## src/rtl/simon_playback_sched_if.sv

```systemverilog
// Handshake and pattern-RAM bus between the game core and the playback scheduler.
interface simon_playback_sched_if #(
  parameter int AW = 4
);
  logic          start;
  logic          abort;
  logic [7:0]    round;
  logic [AW-1:0] seq_addr;
  logic [1:0]    seq_data;
  logic [1:0]    color;
  logic          color_en;
  logic          busy;
  logic          done;

  // Core side: issues commands, owns the pattern RAM read data.
  modport master (
    output start, abort, round, seq_data,
    input  seq_addr, color, color_en, busy, done
  );

  // Scheduler side.
  modport slave (
    input  start, abort, round, seq_data,
    output seq_addr, color, color_en, busy, done
  );
endinterface

```

## src/rtl/simon_playback_sched.sv

```systemverilog
// Simon pattern playback: walks the stored colour sequence, lighting each
// colour for ON_CYCLES and blanking for OFF_CYCLES, then pulses done.
module simon_playback_sched #(
  parameter int ON_CYCLES  = 25_000_000,
  parameter int OFF_CYCLES = 12_500_000,
  parameter int MAX_ROUND  = 16,
  parameter int AW         = $clog2(MAX_ROUND)
) (
  input  logic                 clk,
  input  logic                 rst,
  simon_playback_sched_if.slave bus
);

  localparam int MAX_CYC = (ON_CYCLES > OFF_CYCLES) ? ON_CYCLES : OFF_CYCLES;
  localparam int TW      = $clog2(MAX_CYC + 1);
  localparam int LW      = AW + 1;

  localparam logic [TW-1:0] ON_LOAD  = TW'(ON_CYCLES - 1);
  localparam logic [TW-1:0] OFF_LOAD = TW'(OFF_CYCLES - 1);
  localparam logic [LW-1:0] LEN_MAX  = LW'(MAX_ROUND);

  typedef enum logic [2:0] {
    ST_IDLE,
    ST_FETCH,
    ST_LOAD,
    ST_ON,
    ST_OFF,
    ST_DONE
  } state_t;

  state_t        state_q, state_d;
  logic [AW-1:0] idx_q, idx_d;
  logic [LW-1:0] len_q, len_d;
  logic [TW-1:0] timer_q, timer_d;
  logic [1:0]    color_q, color_d;
  logic          color_en_q;
  logic          busy_q;
  logic          done_q;
  logic          last_idx;

  // Next-state, index, length, timer and colour selection.
  always_comb begin
    state_d  = state_q;
    idx_d    = idx_q;
    len_d    = len_q;
    timer_d  = timer_q;
    color_d  = color_q;
    last_idx = ({1'b0, idx_q} == (len_q - LW'(1)));

    if (state_q != ST_IDLE && bus.abort) begin
      state_d = ST_IDLE;
      idx_d   = '0;
    end else begin
      case (state_q)
        ST_IDLE: begin
          if (bus.start && !bus.abort) begin
            len_d   = (int'(bus.round) > MAX_ROUND) ? LEN_MAX : LW'(bus.round);
            idx_d   = '0;
            state_d = (len_d == '0) ? ST_DONE : ST_FETCH;
          end
        end
        ST_FETCH: state_d = ST_LOAD;
        ST_LOAD: begin
          color_d = bus.seq_data;
          timer_d = ON_LOAD;
          state_d = ST_ON;
        end
        ST_ON: begin
          if (timer_q == '0) begin
            timer_d = OFF_LOAD;
            state_d = ST_OFF;
          end else begin
            timer_d = timer_q - TW'(1);
          end
        end
        ST_OFF: begin
          if (timer_q == '0) begin
            if (last_idx) begin
              state_d = ST_DONE;
            end else begin
              idx_d   = idx_q + AW'(1);
              state_d = ST_FETCH;
            end
          end else begin
            timer_d = timer_q - TW'(1);
          end
        end
        ST_DONE: state_d = ST_IDLE;
        default: state_d = ST_IDLE;
      endcase
    end
  end

  // State and registered outputs; outputs are decoded from the next state so
  // they line up with the state they describe.
  always_ff @(posedge clk or negedge rst) begin
    if (!rst) begin
      state_q    <= ST_IDLE;
      idx_q      <= '0;
      len_q      <= '0;
      timer_q    <= '0;
      color_q    <= '0;
      color_en_q <= 1'b0;
      busy_q     <= 1'b0;
      done_q     <= 1'b0;
    end else begin
      state_q    <= state_d;
      idx_q      <= idx_d;
      len_q      <= len_d;
      timer_q    <= timer_d;
      color_q    <= color_d;
      color_en_q <= (state_d == ST_ON);
      busy_q     <= (state_d == ST_FETCH) || (state_d == ST_LOAD) ||
                    (state_d == ST_ON)    || (state_d == ST_OFF);
      done_q     <= (state_d == ST_DONE);
    end
  end

  assign bus.seq_addr = idx_q;
  assign bus.color    = color_q;
  assign bus.color_en = color_en_q;
  assign bus.busy     = busy_q;
  assign bus.done     = done_q;

endmodule

```

## src/flat_wrapper.sv

```systemverilog
// flat-port wrapper written by rule: the top's interface ports become plain ports
module simon_playback_sched_flat 
#(
  parameter int ON_CYCLES  = 25_000_000,
  parameter int OFF_CYCLES = 12_500_000,
  parameter int MAX_ROUND  = 16,
  parameter int AW         = $clog2(MAX_ROUND)
)
  (clk, rst, bus_start, bus_abort, bus_round, bus_seq_data, bus_seq_addr, bus_color, bus_color_en, bus_busy, bus_done);
  simon_playback_sched_if #(.AW(AW)) bus_i ();
  input  logic clk;
  input  logic rst;
  input wire logic [$bits(bus_i.start)-1:0] bus_start;
  input wire logic [$bits(bus_i.abort)-1:0] bus_abort;
  input wire logic [$bits(bus_i.round)-1:0] bus_round;
  input wire logic [$bits(bus_i.seq_data)-1:0] bus_seq_data;
  output wire logic [$bits(bus_i.seq_addr)-1:0] bus_seq_addr;
  output wire logic [$bits(bus_i.color)-1:0] bus_color;
  output wire logic [$bits(bus_i.color_en)-1:0] bus_color_en;
  output wire logic [$bits(bus_i.busy)-1:0] bus_busy;
  output wire logic [$bits(bus_i.done)-1:0] bus_done;
  assign bus_i.start = bus_start;
  assign bus_i.abort = bus_abort;
  assign bus_i.round = bus_round;
  assign bus_i.seq_data = bus_seq_data;
  assign bus_seq_addr = bus_i.seq_addr;
  assign bus_color = bus_i.color;
  assign bus_color_en = bus_i.color_en;
  assign bus_busy = bus_i.busy;
  assign bus_done = bus_i.done;
  simon_playback_sched #(.ON_CYCLES(ON_CYCLES), .OFF_CYCLES(OFF_CYCLES), .MAX_ROUND(MAX_ROUND), .AW(AW)) u_core (.clk(clk), .rst(rst), .bus(bus_i));
endmodule
```

## config.mk

```make
export PLATFORM = sky130hd
export DESIGN_NAME = simon_playback_sched_flat
export DESIGN_NICKNAME = d
export VERILOG_FILES = /design/src/rtl/simon_playback_sched_if.sv /design/src/rtl/simon_playback_sched.sv /design/src/flat_wrapper.sv
export SDC_FILE = /design/constraint.sdc
export NUM_CORES = 1
export LEC_CHECK = 0
export ABC_AREA = 1
export BUFFER_PORTS_ARGS = -buffer_cell sky130_fd_sc_hd__buf_4
export CORE_MARGIN = 8
export CORE_UTILIZATION = 50
export DETAILED_ROUTE_END_ITERATION = 8
export GPL_ROUTABILITY_DRIVEN = 0
export HOLD_SLACK_MARGIN = 0.15
export PLACE_DENSITY = 0.71
export SLEW_MARGIN = 20
export SYNTH_ARGS = -nofsm -noshare
export SYNTH_HDL_FRONTEND = slang
export SYNTH_SLANG_ARGS = --single-unit
```

## constraint.sdc

```tcl
create_clock -name clk -period 4.28 [get_ports clk]
set_input_delay 0.642 -clock clk [delete_from_list [all_inputs] [get_ports clk]]
set_output_delay 0.642 -clock clk [all_outputs]
set_load 0.03 [all_outputs]
```

==> run metrics <==
status finished clean; Post-synth top flop dfrtp_1; Syn. warnings 0; PD cells 430.2 nW/um2; crit path max-delay cell type dfrtp_1; Post-CTS Hold Fix Bufs 0; Final Power 1.339 mW; Die Height 90.27 um; postcts setup bufs 0; GRT Total Usage 0.1626; I/O pins 23; Final Critical Period 2103 ps; endpoints failing setup 0; Final Cycle Share 0.4914; die area 8148 um2; WP buf/inv 2; post-DR vias/cell 5.162; Worst Tran Pin Value 597.9 ps; Synth Cell Area 2758 um2; Placeable Area 5405 um2; Clock Tree Root clkbuf_8; mean area per synthesized cell 7.200 um2; port bufs 22; vias in the first global route 2,442; via count between 2k and 2.5k; Slew HR 0.5977; dpl ws 2217 ps; Seq. cell area 1051 um2; top-area cell type share of the netlist area 0.3811; Placed Area 2974 um2; remaining antenna violation count 0; Yosys top cell by area dfrtp_1; Synth cell types 37; clock buffer count from CTS 5; placed cell count between 400 and 500; number of synthesized flops with an enable pin 0; Longest Clk Path Bufs 2; Crit path top cell by count nand2_1; setup slack after layout 2177 ps; top cells by count, synth nand2_1, inv_1, nor2_1, nand3_1, dfrtp_1; CTS tree built; RSZ-0062 raised after global routing false; Hold Violations, Final 0; Hold Crit Class input port to asynchronous set/reset pin; synth-to-layout area growth 12.84%; Die X-Extent 90.27 um; crit start category flop; final slew viol count 0; post-route cell area 3112 um2; gr ovfl total 0; Filler cells about 510; top-count cell post-synth nand2_1; layout cells sized above 1 0.1443; sequential fraction of the synthesis area 0.3811; Final Skew 7.768 ps; Multi-input gate area 1445 um2; initial antenna violation count 0; total of max-cap violations 0; post-CTS sizing 0; Routed WL per cell about 13 um; Leak Pwr 1.492 nW; share of flip-flops with an asynchronous set or reset 1.000; Top Family by Delay on Critical Path simple AND/OR/NAND/NOR gates; Initial Util 0.5102; clk slew on worst S/H paths around 80 ps; Max Freq approximately 0.48 GHz; cell count after synthesis 383; CP arrival 2270 ps; Worst Path Max Fanout 26; Final nets 426; DRC errors left 0; Detailed Place HPWL 4764 um; clk_lat worst skew 300 ps; setup tns final 0 ps; cell row count 27; worst path cell trace inv_1 -> ha_1 -> nand2_1 -> nor2_1 -> nand2_1 -> nor2_1 -> nand3_1 -> nand2_4 -> inv_6 -> nand2_1 -> nor2_1 -> nand2_1 -> nand3_1; worst ir drop on vdd approximately 370 uV; FF+latch count, synth 42; CP max stage delay approximately 440 ps; Crit Path Class flop to flop; main area contributors after synthesis dfrtp_1, nand2_1, nand3_1; htree depth 2; DRT iter0 DRCs 160; ANT cells 0; largest net degree at the start of global routing 43; drt first pass iters 4; Crit. End Element flop; syn nets 401; Post-Route WL 6222 um; worst path required time about 4400 ps; Sink Count 42; first-pass GRT wire length 11,070 um; post-route insts no fill 481
[cell usage in the layout (no fill, tap or decap), types with 6 or more instances in the layout]
cell type,instances
nand2_1,88
inv_1,53
nor2_1,52
nand3_1,44
dfrtp_1,42
buf_4,22
o21ai_0,16
xor2_1,10
nor2_2,8
nand4_1,7
o21ai_1,6
[final timing paths]
check                      depth (start not counted)  slack [ps]                start             endpoint
max in group asynchronous                          1        3580                  rst   u_core.timer_q[11]
max                                               13        2180    u_core.timer_q[0]   u_core.timer_q[21]
min                                                1         320                  rst   u_core.timer_q[10]
min reg2reg                                        1         520  u_core.bus.color[0]  u_core.bus.color[0]
min in group clk                                   1         520  u_core.bus.color[0]  u_core.bus.color[0]
max reg2reg                                       13        2180    u_core.timer_q[0]   u_core.timer_q[21]
[where the power goes]
group / internal (mW) / total (mW) / switching (mW)
Sequential: 0.445 / 0.479 / 0.0348
Clock: 0.234 / 0.377 / 0.144
Combinational: 0.146 / 0.482 / 0.336
Total: 0.825 / 1.34 / 0.514
[final cells by class]
type	count	area share
Multi-Input combinational cell	279	0.4644
Sequential cell	42	0.3378
Inverter	58	0.07157
Timing Repair Buffer	22	0.05308
Tap cell	72	0.02895
Clock buffer	5	0.02212
Clock inverter	3	0.02212
[state kept, by name, summed over array words and instances, names as in the netlist]
register / cells
u_core.len_q: 5
u_core.bus.color_en: 1
u_core.state_q: 3
u_core.bus.color: 2
u_core.timer_q: 25
u_core.bus.busy: 1
u_core.bus.done: 1
u_core.bus.seq_addr: 4
[logic make-up (layout without fill, tap and decap cells)]
| logic type | Yosys count | count (layout) | synth area share |
|---|---|---|---|
| AO/OA/AOI/OAI | 39 | 39 | 0.08803 |
| AND/OR/NAND/NOR | 220 | 220 | 0.3653 |
| buffers and inverters | 62 | 88 | 0.09482 |
| adder cells (fa/ha/maj) | 4 | 4 | 0.01815 |
| XOR/XNOR | 14 | 14 | 0.04446 |
| multiplexers | 2 | 2 | 0.008166 |
| flip-flops | 42 | 42 | 0.3811 |
[worst register-to-register path, stage by stage (launching register included)]
cell	delay, ps
dfrtp_1	440
inv_1	120
ha_1	190
nand2_1	80
nor2_1	100
nand2_1	80
nor2_1	140
nand3_1	150
nand2_4	230
inv_6	130
nand2_1	120
nor2_1	50
nand2_1	50
nand3_1	70
[per-stage QoR]
step	hold slack (ps)	utilization
after floorplan	346.4	-
after global placement	495.2	0.5502
after detailed placement	506.5	0.5502
after CTS	332.6	0.5757
after global routing	359.5	0.5757
final	318.7	0.5757
[per-layer routing]
metal  vias up  GRT usage  part of all wire
met5         -          0                 0
met4         0    0.06935             0.022
met3        13    0.03741             0.059
met2        61     0.2650              0.46
met1      1137     0.2012              0.46
li1       1272          -                 -
(Power assumes the default switching activity.)
